## src/rtl/bash_hash_params_pkg.sv

```systemverilog
// bash_hash_params_pkg: shared Bash hash constants, rate table and padding FSM states
package bash_hash_params_pkg;
  localparam int BASH_BLK_W = 1024;
  localparam logic [5:0] RATE_W_L128 = 6'd32;
  localparam logic [5:0] RATE_W_L192 = 6'd24;
  localparam logic [5:0] RATE_W_L256 = 6'd16;
  localparam logic [7:0] PAD_BYTE = 8'h40;
  typedef enum logic [1:0] {IDLE, FILL, PAD, EMIT} state_t;
  function automatic logic [5:0] rate_words(input logic [8:0] l);
    return l == 9'd128 ? RATE_W_L128 : l == 9'd192 ? RATE_W_L192 : RATE_W_L256;
  endfunction
endpackage

```

## src/rtl/bash_msg_pad.sv

```systemverilog
// bash_msg_pad: packs message words into Bash rate blocks and appends the 0x40 pad byte
module bash_msg_pad
  import bash_hash_params_pkg::*;
#(
  parameter int XLEN  = 32,
  parameter int BLK_W = BASH_BLK_W
) (
  input  logic             clk,
  input  logic             rst_n,
  input  logic             start_i,
  input  logic [8:0]       l_i,
  input  logic [XLEN-1:0]  s_data_i,
  input  logic             s_valid_i,
  input  logic             s_last_i,
  input  logic [2:0]       s_bytes_i,
  output logic             s_ready_o,
  output logic [BLK_W-1:0] blk_o,
  output logic             m_valid_o,
  output logic             m_last_o,
  input  logic             m_ready_i
);
  localparam int NW = BLK_W / XLEN;
  localparam int CW = $clog2(NW);
  localparam int NB = XLEN / 8;
  state_t r_state, w_next;
  logic [XLEN-1:0] r_words [NW];
  logic [CW-1:0] r_cnt;
  logic [8:0] r_l;
  logic r_last, r_pad_next;
  logic [5:0] w_rate;
  logic [2:0] w_b;
  logic w_acc, w_full, w_b4;
  logic [XLEN-1:0] w_word;
  assign w_rate = rate_words(r_l);
  assign w_acc  = r_state == FILL && s_valid_i;
  assign w_full = 6'(r_cnt) == w_rate - 6'd1;
  assign w_b    = !s_last_i || s_bytes_i > 3'd4 ? 3'd4 : s_bytes_i;
  assign w_b4   = w_b == 3'd4;
  // Bytes past the valid count are zeroed; on a short last word the pad lands right after the data
  always_comb begin
    w_word = '0;
    for (int k = 0; k < NB; k++)
      w_word[8*k +: 8] = 3'(k) < w_b ? s_data_i[8*k +: 8] : (s_last_i && 3'(k) == w_b ? PAD_BYTE : 8'h00);
  end
  always_ff @(posedge clk or negedge rst_n)
    if (!rst_n) r_state <= IDLE;
    else r_state <= w_next;
  always_comb begin
    w_next = r_state;
    case (r_state)
      IDLE:    w_next = start_i ? FILL : IDLE;
      FILL:    w_next = w_acc && (s_last_i || w_full) ? EMIT : FILL;
      PAD:     w_next = EMIT;
      EMIT:    w_next = !m_ready_i ? EMIT : r_last ? IDLE : r_pad_next ? PAD : FILL;
      default: w_next = IDLE;
    endcase
  end
  always_comb begin
    s_ready_o = r_state == FILL;
    m_valid_o = r_state == EMIT;
    m_last_o  = r_state == EMIT && r_last;
  end
  // A full last word that also completes the block defers its pad to a separate PAD block
  always_ff @(posedge clk or negedge rst_n)
    if (!rst_n) begin
      for (int i = 0; i < NW; i++) r_words[i] <= '0;
      r_cnt      <= '0;
      r_l        <= 9'd256;
      r_last     <= 1'b0;
      r_pad_next <= 1'b0;
    end else begin
      if (r_state == IDLE && start_i) begin
        for (int i = 0; i < NW; i++) r_words[i] <= '0;
        r_cnt      <= '0;
        r_l        <= l_i;
        r_last     <= 1'b0;
        r_pad_next <= 1'b0;
      end
      if (w_acc) begin
        r_words[r_cnt] <= w_word;
        r_cnt          <= r_cnt + 1'b1;
        if (s_last_i && w_b4 && !w_full) r_words[r_cnt + 1'b1] <= XLEN'(PAD_BYTE);
        r_last     <= s_last_i && !(w_b4 && w_full);
        r_pad_next <= s_last_i && w_b4 && w_full;
      end
      if (r_state == PAD) begin
        r_words[0] <= XLEN'(PAD_BYTE);
        r_last     <= 1'b1;
        r_pad_next <= 1'b0;
      end
      if (r_state == EMIT && m_ready_i) begin
        for (int i = 0; i < NW; i++) r_words[i] <= '0;
        r_cnt  <= '0;
        r_last <= 1'b0;
      end
    end
  for (genvar g = 0; g < NW; g++) begin : g_blk
    assign blk_o[g*XLEN +: XLEN] = r_words[g];
  end
endmodule

```

## config.mk

```make
export PLATFORM = sky130hd
export DESIGN_NAME = bash_msg_pad
export DESIGN_NICKNAME = d
export VERILOG_FILES = /design/src/rtl/bash_hash_params_pkg.sv /design/src/rtl/bash_msg_pad.sv
export SDC_FILE = /design/constraint.sdc
export NUM_CORES = 2
export LEC_CHECK = 0
export CORE_AREA = 2 2 419 421
export DETAILED_ROUTE_END_ITERATION = 6
export DIE_AREA = 0 0 421 423
export HOLD_SLACK_MARGIN = 0.1
export RECOVER_POWER = 50
export SLEW_MARGIN = 15
export SYNTH_ARGS = -nofsm -noshare
export SYNTH_HDL_FRONTEND = slang
export SYNTH_SLANG_ARGS = --single-unit
```

## constraint.sdc

```tcl
create_clock -name clk -period 5.4 [get_ports clk]
set_clock_uncertainty 0.2 [all_clocks]
set_input_delay 1.35 -clock clk [delete_from_list [all_inputs] [get_ports clk]]
set_output_delay 1.35 -clock clk [all_outputs]
set_load 0.01 [all_outputs]
```

# --- Yosys cells after proc, flatten, opt, wreduce, memory -nomap -nowiden ---
# Cells that the tools add are included.
totals:
  regBits: 1042
  inputBits: 50
  output_inout_bits: 1027
  elab_cells: 125
op_classes:
  order_cmp: 9
  n_mux: 36
  bitwise: 5
  n_reduce_logical: 26
  addsub: 2
  eq_ne: 10
op_table:
  columns: ["op", "count"]
  rows:
  - ["2-to-1 mux 1024 bit", 4]
  - ["bitwise mux 1024 bit", 1]
  - ["AND 992 bit", 1]
  - ["NOT 992 bit", 1]
  - ["demux 32 bit (select 5 bit)", 2]
  - ["2-to-1 mux 32 bit", 3]
  - ["2-to-1 mux 8 bit", 4]
  - ["bitwise OR 32 bit", 1]
  - ["2-to-1 mux 7 bit", 4]
  - ["== test 9 x 8 -> 1 bit (second input constant)", 2]
  - ["logical AND 1 bit", 16]
  - ["2-to-1 mux 5 bit", 3]
  - ["greater-or-equal comparator 6 bit (second input constant)", 2]
  - ["less-than comparator 6 x 1 -> 1 bit (second input constant)", 2]
  - ["NOT 5 -> 6 bit", 2]
  - ["2-to-1 mux 2 bit", 4]
  - ["case mux 2 bit (4 select lines)", 1]
  - ["2-to-1 mux 1 bit", 7]
  - ["== test 2 x 3 -> 1 bit (first input constant)", 2]
  - ["== test 5 x 6 -> 1 bit", 1]
  - ["less-than comparator 1 x 3 -> 1 bit (first input constant)", 2]
  - ["less-than comparator 2 x 3 -> 1 bit (first input constant)", 2]
  - ["2-to-1 mux 6 bit", 1]
  - ["nonzero test 3 bit", 2]
  - ["14 further kinds", 18]

# --- Depth between registers and ports, before layout ---
depth:
  depth_word: 13
  ltp_mapped: 9
  depth_no_buf: 6

# --- Worst setup path before layout ---
# No wires, ideal clock.
synth_timing:
  path_kind: "in2reg"
  from: "input s_valid_i"
  to: "register r_words (netlist bit blk_o[322])"
  slack_ns: 2.256
  arrival_ns: 2.850
  setup_time_ns: 0.094
  n_path_buf: 3
  cell_stages: 7
  required_ns: 5.106
  path_cell_list: "buf_2 > nand4b_1 > buf_2 > nor2_2 > buf_2 > mux2_2 > a211oi_1"
synth_between:
  elab_chain_cells: 3
synth_lines:
  columns: ["element", "line_no", "text"]
  rows:
  - ["from (decl)", "bash_msg_pad.sv:13", "input logic s_valid_i,"]
  - ["logical AND 1 bit", "bash_msg_pad.sv:35", "assign w_acc = r_state == FILL && s_valid_i;"]
  - ["2-to-1 mux 1024 bit", "bash_msg_pad.sv:79", "if (w_acc) begin"]
  - ["2-to-1 mux 1024 bit", "bash_msg_pad.sv:91", "if (r_state == EMIT && m_ready_i) begin"]
  - ["to (signal, indexed assignment)", "bash_msg_pad.sv:80", "r_words[r_cnt] <= w_word;"]
  - ["to (signal, indexed assignment)", "bash_msg_pad.sv:82", "if (s_last_i && w_b4 && !w_full) r_words[r_cnt + 1'b1] <= XLEN'(PAD_BYTE);"]
  - ["to (decl)", "bash_msg_pad.sv:26", "logic [XLEN-1:0] r_words [NW];"]
# No other way between the ends.
# A chain may end at the register's enable or synchronous reset.

# --- Final worst setup path ---
layout_timing:
  from: "input start_i"
  to: "register r_words (netlist bit blk_o[286])"
layout_between:
  elab_chain_cells: 7
layout_lines:
  columns: ["element", "line_no", "text"]
  rows:
  - ["from (decl)", "bash_msg_pad.sv:10", "input logic start_i,"]
  - ["logical AND 1 bit *", "bash_msg_pad.sv:72", "if (r_state == IDLE && start_i) begin"]
  - ["2-to-1 mux 1024 bit *", "bash_msg_pad.sv:72", null]
  - ["bitwise mux 1024 bit", "bash_msg_pad.sv:80", null]
  - ["AND 992 bit (no line)", null, null]
  - ["2-to-1 mux 1024 bit", "bash_msg_pad.sv:82", null]
  - ["2-to-1 mux 1024 bit *", "bash_msg_pad.sv:79", null]
  - ["2-to-1 mux 1024 bit *", "bash_msg_pad.sv:91", null]
# Every way passes the cells marked *; elsewhere a longest branch is shown, timed or not.

==> impl_metrics.csv <==
group,metric,value,unit
outcome,status,"complete, but fails checks",
outcome,violations,"capacitance limit, slew limit",
power,power_per_cell_area,331,nW/um^2
cts,cts_setup_buffers,0,
hold_path,worst_hold_path_type,"reg2reg",
setup_path,critPathLaunch,"start_i",
cts,cts_buffers,120,
synth,netlist_area,53900,sq um
power,p_seq_share,37.8,%
synth,syn_nets,5123,
floorplanning,row_count,153,
run,cap_viol_max_count,2,
synth,synth_cell_types,73,
route,antenna_left,0,
grt,antenna_found_initial,53,
timing,final.setup.tns,0,ns
setup_path,worstSetupPathType,"in2reg",
cells_and_area,drive_above_1_share,23.7,%
cts,clkSinkCount,1042,
timing,rsz0062_at_grt,"no",
power,total_leakage_power,27.4,nW
route,drt-wirelength-per-cell,30.9,um
route,wl,255,mm
power,p_int,15.7,mW
synth,avgSynthCellArea,10.6,sq um
cells_and_area,multi_input_area,25300,sq um
setup_path,crit_path_end_kind,"flip-flop",
floorplanning,die_area,178000,sq um
setup_path,crit-reg2reg-launch,"r_state[0]",
cells_and_area,fin_nets,5835,
route,post-route-drc-count,0,
grt,grt_first_pass_wirelength,357,mm
floorplanning,die_h,423,um
route,dr.pass1.iters,5,
grt,grt_start_max_net_pins,152,
setup_path,reg2regPathDepth,5,
synth,async_reset_ff_share,100,%
cells_and_area,fin_util,41.2,%
route,routed-wl-met2,117,mm
cells_and_area,fillers,16669,
hold_path,min_path_cells,2,
setup_path,crit_path_top_delay_cell,"or3b_1",
cts,clockRootBuffer,"clkbuf_16",
setup_path,worstReg2RegEnd,"blk_o[286]",
cells_and_area,seqCellArea,26100,sq um
floorplanning,pin_count,1077,
synth,ys.flop_type,"dfrtp_1",
power,power_frac_comb,25.5,%
synth,yosysWarningCount,0,
route,avgViaCountPerCell,5.63,
power,p_clk_share,36.7,%
synth,synth_enable_flop_cells,0,
floorplanning,initial_utilization,31.1,%
route,top_layer_used,"met5",
route,met3WireLength,18.4,mm
hold_path,hold_end,"r_l[8]",
route,drt-met1-wl,101,mm
cts,clk_pin_slew_worst_paths,0.07,ns
cts,cts_tree,"yes",
setup_path,max_stage_delay,1.37,ns
timing,drv_slew,105,
cts,clock_latency,0.79,ns
grt,grtUsageTotal,27.6,%
route,drtIter0Drc,4379,
placement,dp_hpwl,160,mm
synth,yosysSeqAreaShare,48.4,%
timing,fin_crit_sh,82.8,%
synth,netlist_instances,5066,
cts,hold_buffers,0,
timing,slew_headroom,-104,%
grt,grt_overflow_total,0,
floorplanning,core-area,173000,sq um
cells_and_area,syn2layout_area_growth,32.6,%
placement,io_buffers,1076,
timing,finalHoldViolCount,0,
setup_path,start_kind,"input pin",
timing,final-setup-viol-count,0,
cts,post_cts_resized,0,
setup_path,cp_max_fo,46,
grt,first_global_vias,45229,
power,power_switching,7.89,mW
timing,timing.fmax,0.224,GHz
setup_path,critPathRequiredTime,5.88,ns
placement,gp_congestion,0.823,
timing,worstMarginPinSlew,3.06,ns
timing,period_minus_slack,4.47,ns
setup_path,r2r_setup_slack,1.30,ns
power,vdd_drop_max,0.318,mV
power,switching_share,33.4,%
timing,whs,0.293,ns
cts,cts_buffer_depth,3,
floorplanning,dieWidth,421,um
hold_path,worstHoldStart,"r_l[8]",
setup_path,cp_cell_sequence,"dlygate4sd3_1 -> or3b_1 -> clkbuf_2 -> o211ai_1 -> a21boi_0 -> a211oi_1",
cts,cts_max_level,3,
synth,yosys_register_bits,1042,
setup_path,arrival,4.95,ns
route,vias,46299,
## cell usage in the layout, fill, tap and decap left out, types with 26 or more instances in the layout
cell                n
dfrtp_1          1041
nand2_1          1015
mux2_2            890
a211oi_1          888
clkdlybuf4s50_1   585
dlygate4sd3_1     490
clkbuf_16         120
buf_4             109
buf_12             60
clkbuf_1           46
a211oi_2           44
mux2_1             41
clkbuf_8           36
o211ai_1           33
nor3_1             32
o32ai_1            29
mux2i_1            29
diode_2            27
and3_1             27
a22o_1             26
## worst max-delay path, delay by kind of cell
kind | cells | cell delay (ns)
AOI/OAI and AO/OA | 3 | 0.61
buffers and inverters | 2 | 1.59
and+or+nand+nor | 1 | 1.37
## power by group through the flow
| stage | Clock (mW) | Combinational (mW) | Sequential, mW |
|---|---|---|---|
| 3_5_place_dp | 0 | 6.12 | 9.06 |
| 5_1_grt | 9.11 | 6.33 | 8.98 |
| 6_report | 8.67 | 6.03 | 8.92 |
| 4_1_cts | 8.81 | 6.14 | 8.92 |
| 3_3_place_gp | 0 | 6.06 | 9.03 |
| 2_1_floorplan | 0 | 2.76 | 9.20 |
## stage by stage
| step | power, mW | area [sq um] | setup WS (ns) | instances |
|---|---|---|---|---|
| 2_1_floorplan | 12.0 | 53900 | 2.26 | 5066 |
| 3_3_place_gp | 15.1 | 67400 | 0.723 | 7981 |
| 3_5_place_dp | 15.2 | 67400 | 0.730 | 7981 |
| 4_1_cts | 23.9 | 71500 | 1.18 | 8203 |
| 5_1_grt | 24.4 | 71400 | 0.551 | 8218 |
| 6_report | 23.6 | 71400 | 0.929 | 8230 |
## registers in the layout (all words and copies together) (netlist names)
register / cells
r_cnt: 5
r_last: 1
r_l: 9
blk_o: 1024
r_state: 2
r_pad_next: 1
## logic make-up after synthesis
kind of cell | after synthesis | share of synthesized area, %
compound gates | 1143 | 16.3
xor+xnor | 3 | 0.0488
fa+ha+maj | 7 | 0.163
buf+inv | 683 | 5.47
flops | 1042 | 48.4
mux | 962 | 20.0
simple gates | 1226 | 9.53
## synthesized netlist by cell type (4+ instances only)
master | number | area (sq um)
nand2_1 | 1044 | 3920
dfrtp_1 | 1041 | 26000
mux2_2 | 890 | 10000
a211oi_1 | 887 | 6660
clkbuf_1 | 381 | 1430
buf_2 | 219 | 1100
buf_1 | 51 | 191
a211oi_2 | 45 | 563
mux2_1 | 41 | 462
o211ai_1 | 33 | 248
nor3_1 | 32 | 160
and3_1 | 30 | 188
mux2i_1 | 30 | 300
o32ai_1 | 29 | 254
a22o_1 | 26 | 228
buf_4 | 25 | 188
o21ai_0 | 22 | 110
a31oi_1 | 21 | 131
and2_1 | 20 | 125
nand3_1 | 20 | 100
o21ai_1 | 16 | 80.1
a21boi_0 | 14 | 105
nor2_1 | 12 | 45.0
a21oi_1 | 11 | 55.1
nor2_2 | 9 | 56.3
o31a_1 | 8 | 70.1
a22oi_1 | 7 | 52.6
ha_1 | 7 | 87.6
nand2b_1 | 6 | 37.5
a211o_1 | 5 | 43.8
inv_1 | 5 | 18.8
nand3b_1 | 5 | 37.5
and4b_1 | 4 | 40.0
nand4b_1 | 4 | 35.0
nor2b_1 | 4 | 25.0
nor3b_1 | 4 | 30.0
or3b_1 | 4 | 35.0
## layer usage
layer / global-route usage [%] / vias to the layer above
li1: - / 19733
met1: 34.7 / 23875
met2: 42.8 / 2096
met3: 6.09 / 575
met4: 17.3 / 20
met5: 0 / -
## area by class of cell
type / count / share of cell area, %
diodes: 27 / 0.0946
clock buffers: 188 / 5.07
clock inverters: 34 / 0.741
inverters: 5 / 0.0263
multi-input cells: 3341 / 35.5
flip-flops and latches: 1042 / 36.5
well taps: 2325 / 4.07
repair buffers: 1268 / 18.0
## worst max path at each step
| stage | endpoint | slack, ns | cells after the start |
|---|---|---|---|
| floorplan | blk_o[322] | 2.26 | 7 |
| global placement | blk_o[913] | 0.72 | 7 |
| detailed placement | blk_o[790] | 0.73 | 7 |
| CTS | m_valid_o | 1.18 | 2 |
| global route | blk_o[317] | 0.55 | 4 |
| finish | blk_o[286] | 0.93 | 6 |
(Power assumes the default switching activity.)
